===== src/rtl/prs_pkg.sv =====
`default_nettype none
// ============================================================================
// Module      : prs_pkg
// Description : Shared definitions for the pulse-counter bank: command
//               opcodes, the 2-bit FSM state encoding and the frame-width
//               helper.
// Revision    : 1.0 - initial release
// ============================================================================
package prs_pkg;

  // Command opcodes, carried in i_rx_buff[NUM_CH+1:NUM_CH]
  localparam logic [1:0] C_OP_NOP     = 2'b00;
  localparam logic [1:0] C_OP_SET_EN  = 2'b01;
  localparam logic [1:0] C_OP_CLEAR   = 2'b10;
  localparam logic [1:0] C_OP_SET_SAT = 2'b11;

  // Frame-controller states
  typedef enum logic [1:0] {
    ST_IDLE    = 2'b00,
    ST_SNAP    = 2'b01,
    ST_PRESENT = 2'b10,
    ST_BUSY    = 2'b11
  } state_t;

  // Snapshot frame width: one count per channel plus one ovf bit per channel
  function automatic int frame_w(input int num_ch, input int cnt_w);
    return num_ch * cnt_w + num_ch;
  endfunction

endpackage
`default_nettype wire


===== src/rtl/cnt_channel.sv =====
`default_nettype none
// ============================================================================
// Module      : cnt_channel
// Description : One counter channel: 2-flop synchroniser, rising-edge
//               detector, CNT_W-bit counter with wrap/saturate behaviour,
//               sticky overflow flag and the snapshot shadow register.
// Ports       : i_clk, i_rst_n   - clock, async active-low reset
//               i_pulse          - asynchronous pulse input
//               i_en / i_sat     - count enable / saturate-mode select
//               i_snap           - copy live state into shadow, restart live
//               i_clear          - zero live counter and flag (wins over snap)
//               o_ovf            - live overflow flag
//               o_shadow_cnt/ovf - frozen snapshot values
// Revision    : 1.0 - initial release
// ============================================================================
module cnt_channel #(
  parameter int CNT_W = 8
) (
  input  logic             i_clk,
  input  logic             i_rst_n,
  input  logic             i_pulse,
  input  logic             i_en,
  input  logic             i_sat,
  input  logic             i_snap,
  input  logic             i_clear,
  output logic             o_ovf,
  output logic [CNT_W-1:0] o_shadow_cnt,
  output logic             o_shadow_ovf
);

  localparam logic [CNT_W-1:0] C_CNT_MAX = '1;

  logic [1:0]       r_sync;
  logic             r_prev;
  logic [CNT_W-1:0] r_cnt;
  logic             r_ovf;
  logic [CNT_W-1:0] r_shadow_cnt;
  logic             r_shadow_ovf;
  logic             w_inc;

  always_ff @(posedge i_clk or negedge i_rst_n) begin
    if (!i_rst_n) begin
      r_sync <= '0;
      r_prev <= 1'b0;
    end else begin
      r_sync <= {r_sync[0], i_pulse};
      r_prev <= r_sync[1];
    end
  end

  assign w_inc = r_sync[1] & ~r_prev & i_en;

  always_ff @(posedge i_clk or negedge i_rst_n) begin
    if (!i_rst_n) begin
      r_cnt <= '0;
      r_ovf <= 1'b0;
    end else if (i_clear) begin
      // Clear beats both the snapshot restart and a coincident edge
      r_cnt <= '0;
      r_ovf <= 1'b0;
    end else if (i_snap) begin
      // Live restarts from zero; an edge in this cycle is kept as the first count
      r_cnt <= w_inc ? CNT_W'(1) : '0;
      r_ovf <= 1'b0;
    end else if (w_inc) begin
      if (r_cnt == C_CNT_MAX) begin
        r_ovf <= 1'b1;
        r_cnt <= i_sat ? C_CNT_MAX : '0;
      end else begin
        r_cnt <= r_cnt + CNT_W'(1);
      end
    end
  end

  always_ff @(posedge i_clk or negedge i_rst_n) begin
    if (!i_rst_n) begin
      r_shadow_cnt <= '0;
      r_shadow_ovf <= 1'b0;
    end else if (i_snap) begin
      r_shadow_cnt <= r_cnt;
      r_shadow_ovf <= r_ovf;
    end
  end

  assign o_ovf        = r_ovf;
  assign o_shadow_cnt = r_shadow_cnt;
  assign o_shadow_ovf = r_shadow_ovf;

endmodule
`default_nettype wire


===== src/rtl/cnt_bank_ctrl.sv =====
`default_nettype none
// ============================================================================
// Module      : cnt_bank_ctrl
// Description : Pulse-counter bank with atomic snapshot frame for an SPI
//               slave. Holds the frame FSM, command decode, enable and
//               saturate masks, PRESENT timeout and the overflow summary.
// Ports       : i_clk, i_rst_n    - clock, async active-low reset
//               i_cnt_channels    - asynchronous pulse inputs
//               i_spi_tx_req      - request a new frame (honoured in IDLE)
//               i_spi_busy        - SPI transfer in progress
//               o_tx_buff         - {shadow ovf flags, shadow counts}
//               o_tx_valid        - frame ready for loading
//               i_rx_buff/valid   - {opcode, mask} command and strobe
//               o_cnt_enable      - current enable mask
//               o_ovf_any         - OR of live overflow flags (registered)
// Revision    : 1.0 - initial release
// ============================================================================
module cnt_bank_ctrl
  import prs_pkg::*;
#(
  parameter int NUM_CH  = 16,
  parameter int CNT_W   = 8,
  parameter int TIMEOUT = 255,
  parameter int TO_W    = 8
) (
  input  logic                                i_clk,
  input  logic                                i_rst_n,
  input  logic [NUM_CH-1:0]                   i_cnt_channels,
  input  logic                                i_spi_tx_req,
  input  logic                                i_spi_busy,
  output logic [frame_w(NUM_CH, CNT_W)-1:0]   o_tx_buff,
  output logic                                o_tx_valid,
  input  logic [NUM_CH+1:0]                   i_rx_buff,
  input  logic                                i_rx_valid,
  output logic [NUM_CH-1:0]                   o_cnt_enable,
  output logic                                o_ovf_any
);

  state_t                       r_state;
  state_t                       w_next_state;
  logic                         w_snap;
  logic [TO_W-1:0]              r_to_cnt;
  logic                         w_to_done;
  logic                         r_tx_valid;
  logic                         r_ovf_any;
  logic [NUM_CH-1:0]            r_en;
  logic [NUM_CH-1:0]            r_sat;
  logic [1:0]                   w_op;
  logic [NUM_CH-1:0]            w_mask;
  logic                         w_set_en;
  logic                         w_set_sat;
  logic                         w_clear_cmd;
  logic [NUM_CH-1:0]            w_clear;
  logic [NUM_CH-1:0]            w_ovf_live;
  logic [NUM_CH-1:0][CNT_W-1:0] w_shadow_cnt;
  logic [NUM_CH-1:0]            w_shadow_ovf;

  // ---------------- Command decode ----------------
  assign w_op   = i_rx_buff[NUM_CH+1:NUM_CH];
  assign w_mask = i_rx_buff[NUM_CH-1:0];

  always_comb begin
    w_set_en    = 1'b0;
    w_set_sat   = 1'b0;
    w_clear_cmd = 1'b0;
    if (i_rx_valid) begin
      case (w_op)
        C_OP_NOP:     ;
        C_OP_SET_EN:  w_set_en    = 1'b1;
        C_OP_CLEAR:   w_clear_cmd = 1'b1;
        C_OP_SET_SAT: w_set_sat   = 1'b1;
        default:      ;
      endcase
    end
  end

  assign w_clear = w_clear_cmd ? w_mask : '0;

  always_ff @(posedge i_clk or negedge i_rst_n) begin
    if (!i_rst_n) begin
      r_en  <= '0;
      r_sat <= '0;
    end else begin
      if (w_set_en)  r_en  <= w_mask;
      if (w_set_sat) r_sat <= w_mask;
    end
  end

  // ---------------- Frame FSM ----------------
  always_ff @(posedge i_clk or negedge i_rst_n) begin
    if (!i_rst_n) r_state <= ST_IDLE;
    else          r_state <= w_next_state;
  end

  assign w_to_done = (r_to_cnt == TO_W'(TIMEOUT - 1));

  always_comb begin
    w_next_state = r_state;
    w_snap       = 1'b0;
    case (r_state)
      ST_IDLE:    if (i_spi_tx_req) w_next_state = ST_SNAP;
      ST_SNAP: begin
        w_snap       = 1'b1;
        w_next_state = ST_PRESENT;
      end
      ST_PRESENT: begin
        if (i_spi_busy)     w_next_state = ST_BUSY;
        else if (w_to_done) w_next_state = ST_IDLE;
      end
      ST_BUSY:    if (!i_spi_busy) w_next_state = ST_IDLE;
      default:    w_next_state = ST_IDLE;
    endcase
  end

  // Counts PRESENT cycles without busy; restarts on every PRESENT entry
  always_ff @(posedge i_clk or negedge i_rst_n) begin
    if (!i_rst_n) begin
      r_to_cnt <= '0;
    end else if (r_state != ST_PRESENT) begin
      r_to_cnt <= '0;
    end else if (!w_to_done) begin
      r_to_cnt <= r_to_cnt + TO_W'(1);
    end
  end

  always_ff @(posedge i_clk or negedge i_rst_n) begin
    if (!i_rst_n) begin
      r_tx_valid <= 1'b0;
      r_ovf_any  <= 1'b0;
    end else begin
      r_tx_valid <= (w_next_state == ST_PRESENT);
      r_ovf_any  <= |w_ovf_live;
    end
  end

  // ---------------- Channels ----------------
  for (genvar gi = 0; gi < NUM_CH; gi++) begin : g_ch
    cnt_channel #(
      .CNT_W (CNT_W)
    ) u_ch (
      .i_clk        (i_clk),
      .i_rst_n      (i_rst_n),
      .i_pulse      (i_cnt_channels[gi]),
      .i_en         (r_en[gi]),
      .i_sat        (r_sat[gi]),
      .i_snap       (w_snap),
      .i_clear      (w_clear[gi]),
      .o_ovf        (w_ovf_live[gi]),
      .o_shadow_cnt (w_shadow_cnt[gi]),
      .o_shadow_ovf (w_shadow_ovf[gi])
    );
    assign o_tx_buff[CNT_W*gi +: CNT_W] = w_shadow_cnt[gi];
  end

  assign o_tx_buff[NUM_CH*CNT_W +: NUM_CH] = w_shadow_ovf;
  assign o_tx_valid   = r_tx_valid;
  assign o_cnt_enable = r_en;
  assign o_ovf_any    = r_ovf_any;

endmodule
`default_nettype wire


===== config.mk =====
export PLATFORM = sky130hd
export DESIGN_NAME = cnt_bank_ctrl
export DESIGN_NICKNAME = d
export VERILOG_FILES = /design/src/rtl/prs_pkg.sv /design/src/rtl/cnt_channel.sv /design/src/rtl/cnt_bank_ctrl.sv
export SDC_FILE = /design/constraint.sdc
export NUM_CORES = 1
export LEC_CHECK = 0
export CORE_MARGIN = 3
export CORE_UTILIZATION = 40
export DETAILED_ROUTE_END_ITERATION = 10
export DONT_BUFFER_PORTS = 1
export PLACE_DENSITY = 0.5
export SLEW_MARGIN = 40
export SYNTH_ARGS = -nofsm -noshare
export SYNTH_HDL_FRONTEND = slang
export SYNTH_SLANG_ARGS = --single-unit

===== constraint.sdc =====
create_clock -name i_clk -period 3.9 [get_ports i_clk]
set_clock_uncertainty 0.2 [all_clocks]
set_input_delay 0.585 -clock i_clk [delete_from_list [all_inputs] [get_ports i_clk]]
set_output_delay 0.585 -clock i_clk [all_outputs]
set_load 0.02 [all_outputs]

==> reports/results.txt <==
Final wirelength - 46900 µm
Die W - 215 µm
Switching share of total power - 0.342
Fin util - 0.456
Yosys Warn Count - 0
Top Ports - 201
Critical path class - in -> async
Met3 WL post-DR - 2880 µm
CTS tree - built
Final setup fails - 0
Net Sw Power - 3970 µW
PostCTS Resize Cnt - 0
Mapped Nets - 1886
Area post-placement - 17900 µm²
Fin crit share - 0.671
Slew @ Worst Pin - 0.821 ns
CTS HTree Levels - 2
Initial DRC Count - 838
Post-route setup TNS - 0 ns
Clock-pin slew on the worst setup and hold paths - 0.06 ns
Die height - 215 µm
Avg Vias per Cell - 5.60
Required @ worst endpoint - 4.33 ns
Core Footprint - 43200 µm²
GPL Wtd Cong - 0.855
Initial Util - 0.406
Total area of sequential cells - 9510 µm²
# DRC - 0
Pwr Total - 11600 µW
FMAX - 382 MHz
Total grt overflow - 0
Int Power - 7640 µW
Area Growth Syn to Fin - 12.3%
Die area - 46400 µm²
Area of the multi-input gates - 7390 µm²
Post-CTS Hold Fix Bufs - 34
Vias in the first global route - 13500
Post-route cell area - 19700 µm²
Port bufs - 0
Worst Setup Start Kind - primary input
Initial DRT Pass Iterations - 5
RSZ-0062 raised after global routing - no
Ant diodes - 0
Mapped Cells - 1829
Clock latency on the worst-skew pair - 0.55 ns
HP Class - in -> reg
Final WS setup - 1.28 ns
Share of total power in the clock network - 0.344
Dpl hpwl - 30700 µm
EDFF count, synth - 0
Async SR Flop Fraction - 1.00
Critical path capture point type - asynchronous set/reset pin
Final count of hold timing violations - 0
Max-Cap Viols - 0
Synth Flop Type - dfrtp_1
Commonest non-fill, non-tap cell in the layout - nand2_1
Via count - 13600
Largest net degree at the start of global routing - 381
Status - finished, final reports clean
Final min period - 2.62 ns
Pre-CTS setup slack - 1.29 ns
Post-CTS Setup Bufs - 0
Met2 wire len - 21200 µm
Register area share after synthesis - 0.542
Detail Route Antenna Nets - 0
Fillers - 4166
PD cells - 590 nW/µm²
Routed wire per std cell - 19.4 µm
First-pass GRT wire length - 76600 µm
Num Clock Sinks - 380
Cell Rows - 76
Synth Register Bits - 380
Global Route Usage Sum - 0.202
Top routing layer in use - met4
Critical Path AT - 3.05 ns
CTS root buf - clkbuf_16
Num CTS Buffers - 43
Seq pwr share - 0.469
Commonest non-fill, non-tap cells in the layout - nand2_1, dfrtp_1, nor2_1, a21oi_1, nand3_1
Syn_area_per_cell - 9.59 µm²
Slew margin rel. - 0.449
Lkg Pwr - 0.00905 µW
Layout cells sized above 1 - 0.0772
Wire length on met1 - 21600 µm
Worst VDD drop - 0.360 mV
Count of different cell masters after synthesis - 69
Critical Path Fanout Max - 145
Comb power frac - 0.187
Initial antenna violation count - 1
Final #Nets - 1866
Post-Synthesis Cell Area - 17500 µm²
Slew Limit Fails - 0
Max Root-Sink Buffers - 3
layout make-up:
| class | instances | share of cell area |
|---|---|---|
| Sequential cell | 380 | 0.483 |
| Timing Repair Buffer | 52 | 0.0300 |
| Inverter | 18 | 0.00343 |
| Tap cell | 585 | 0.0372 |
| Clock inverter | 11 | 0.00407 |
| Clock buffer | 65 | 0.0671 |
| Multi-Input combinational cell | 1314 | 0.375 |
worst paths after layout:
path | from | end | slack, ns | cells past startpoint
worst max register to register | r_state[0]$_DFF_PN0_ | g_ch[5].u_ch.r_cnt[5]$_DFFE_PN0P_ | 1.45 | 5
worst min register to register | g_ch[2].u_ch.r_sync[0]$_DFF_PN0_ | g_ch[2].u_ch.r_sync[1]$_DFF_PN0_ | 0.15 | 0
max in group i_clk | r_state[0]$_DFF_PN0_ | g_ch[5].u_ch.r_cnt[5]$_DFFE_PN0P_ | 1.45 | 5
worst min-delay path | i_rx_buff[6] | g_ch[6].u_ch.r_cnt[0]$_DFFE_PN0P_ | 0.06 | 2
min in group asynchronous | i_rst_n | g_ch[13].u_ch.o_shadow_cnt[4]$_DFFE_PN0P_ | 0.14 | 1
worst max-delay path | i_rst_n | r_to_cnt[3]$_DFFE_PN0P_ | 1.28 | 4
routing by layer:
layer	GRT usage	vias up
met5	0	-
met4	0.0623	0
met3	0.0496	73
met2	0.310	331
met1	0.285	6712
li1	-	6453
sequential cells by signal, indices dropped and copies added, names as in the netlist:
| register | count |
|---|---|
| g_ch.u_ch.o_shadow_cnt | 128 |
| g_ch.u_ch.r_sync | 32 |
| r_sat | 16 |
| r_state | 2 |
| g_ch.u_ch.r_cnt | 128 |
| g_ch.u_ch.o_shadow_ovf | 16 |
| o_tx_valid | 1 |
| o_cnt_enable | 16 |
| g_ch.u_ch.o_ovf | 16 |
| g_ch.u_ch.r_prev | 16 |
| r_to_cnt | 8 |
| o_ovf_any | 1 |
through the flow:
step                      instances  hold WS (ns)
after detailed placement       2311        0.0989
final                          2425        0.0551
after floorplan                1829        0.0894
after global routing           2425        0.0381
after global placement         2309        0.0990
after CTS                      2421        -0.497
synth_stat cells, drive strengths merged, types with 19 or more instances:
cell    number  area share
clkbuf      56       0.012
mux2i       23       0.013
mux2        35       0.022
o21ai       68       0.019
nand2      486        0.10
and3        34       0.012
buf         61       0.022
nand3       76       0.022
nor2        90       0.019
a211oi      28       0.012
a31oi       22      0.0078
nand3b      20      0.0086
nand4       25      0.0093
a21oi       92       0.027
a21o        19      0.0081
dfrtp      380        0.54
nor3        42       0.014
critical path, cell delays in order:
cell           delay [ns]
dlygate4sd3_1        0.67
buf_16               0.54
buf_16               0.49
buf_16               0.50
cell families (layout without fill, tap and decap cells):
family                     Yosys count  after routing  synth area share
DFF                                380            380             0.542
AOI/OAI and AO/OA                  367            367             0.142
muxes                               58             58            0.0356
adders and majority gates           18             18            0.0128
xor gates and xnor gates             3              3           0.00150
and+or+nand+nor                    868            868             0.229
buffers and inverters              135            146            0.0378
power by group through the flow:
stage	clock, µW	combinational (µW)	sequential (µW)
2_1_floorplan	0	1730	5190
3_3_place_gp	0	2040	5510
3_5_place_dp	0	2080	5510
4_1_cts	4160	2120	5450
5_1_grt	4330	2500	5540
6_report	3990	2170	5450
No activity file was read; power rests on OpenSTA's default activity.
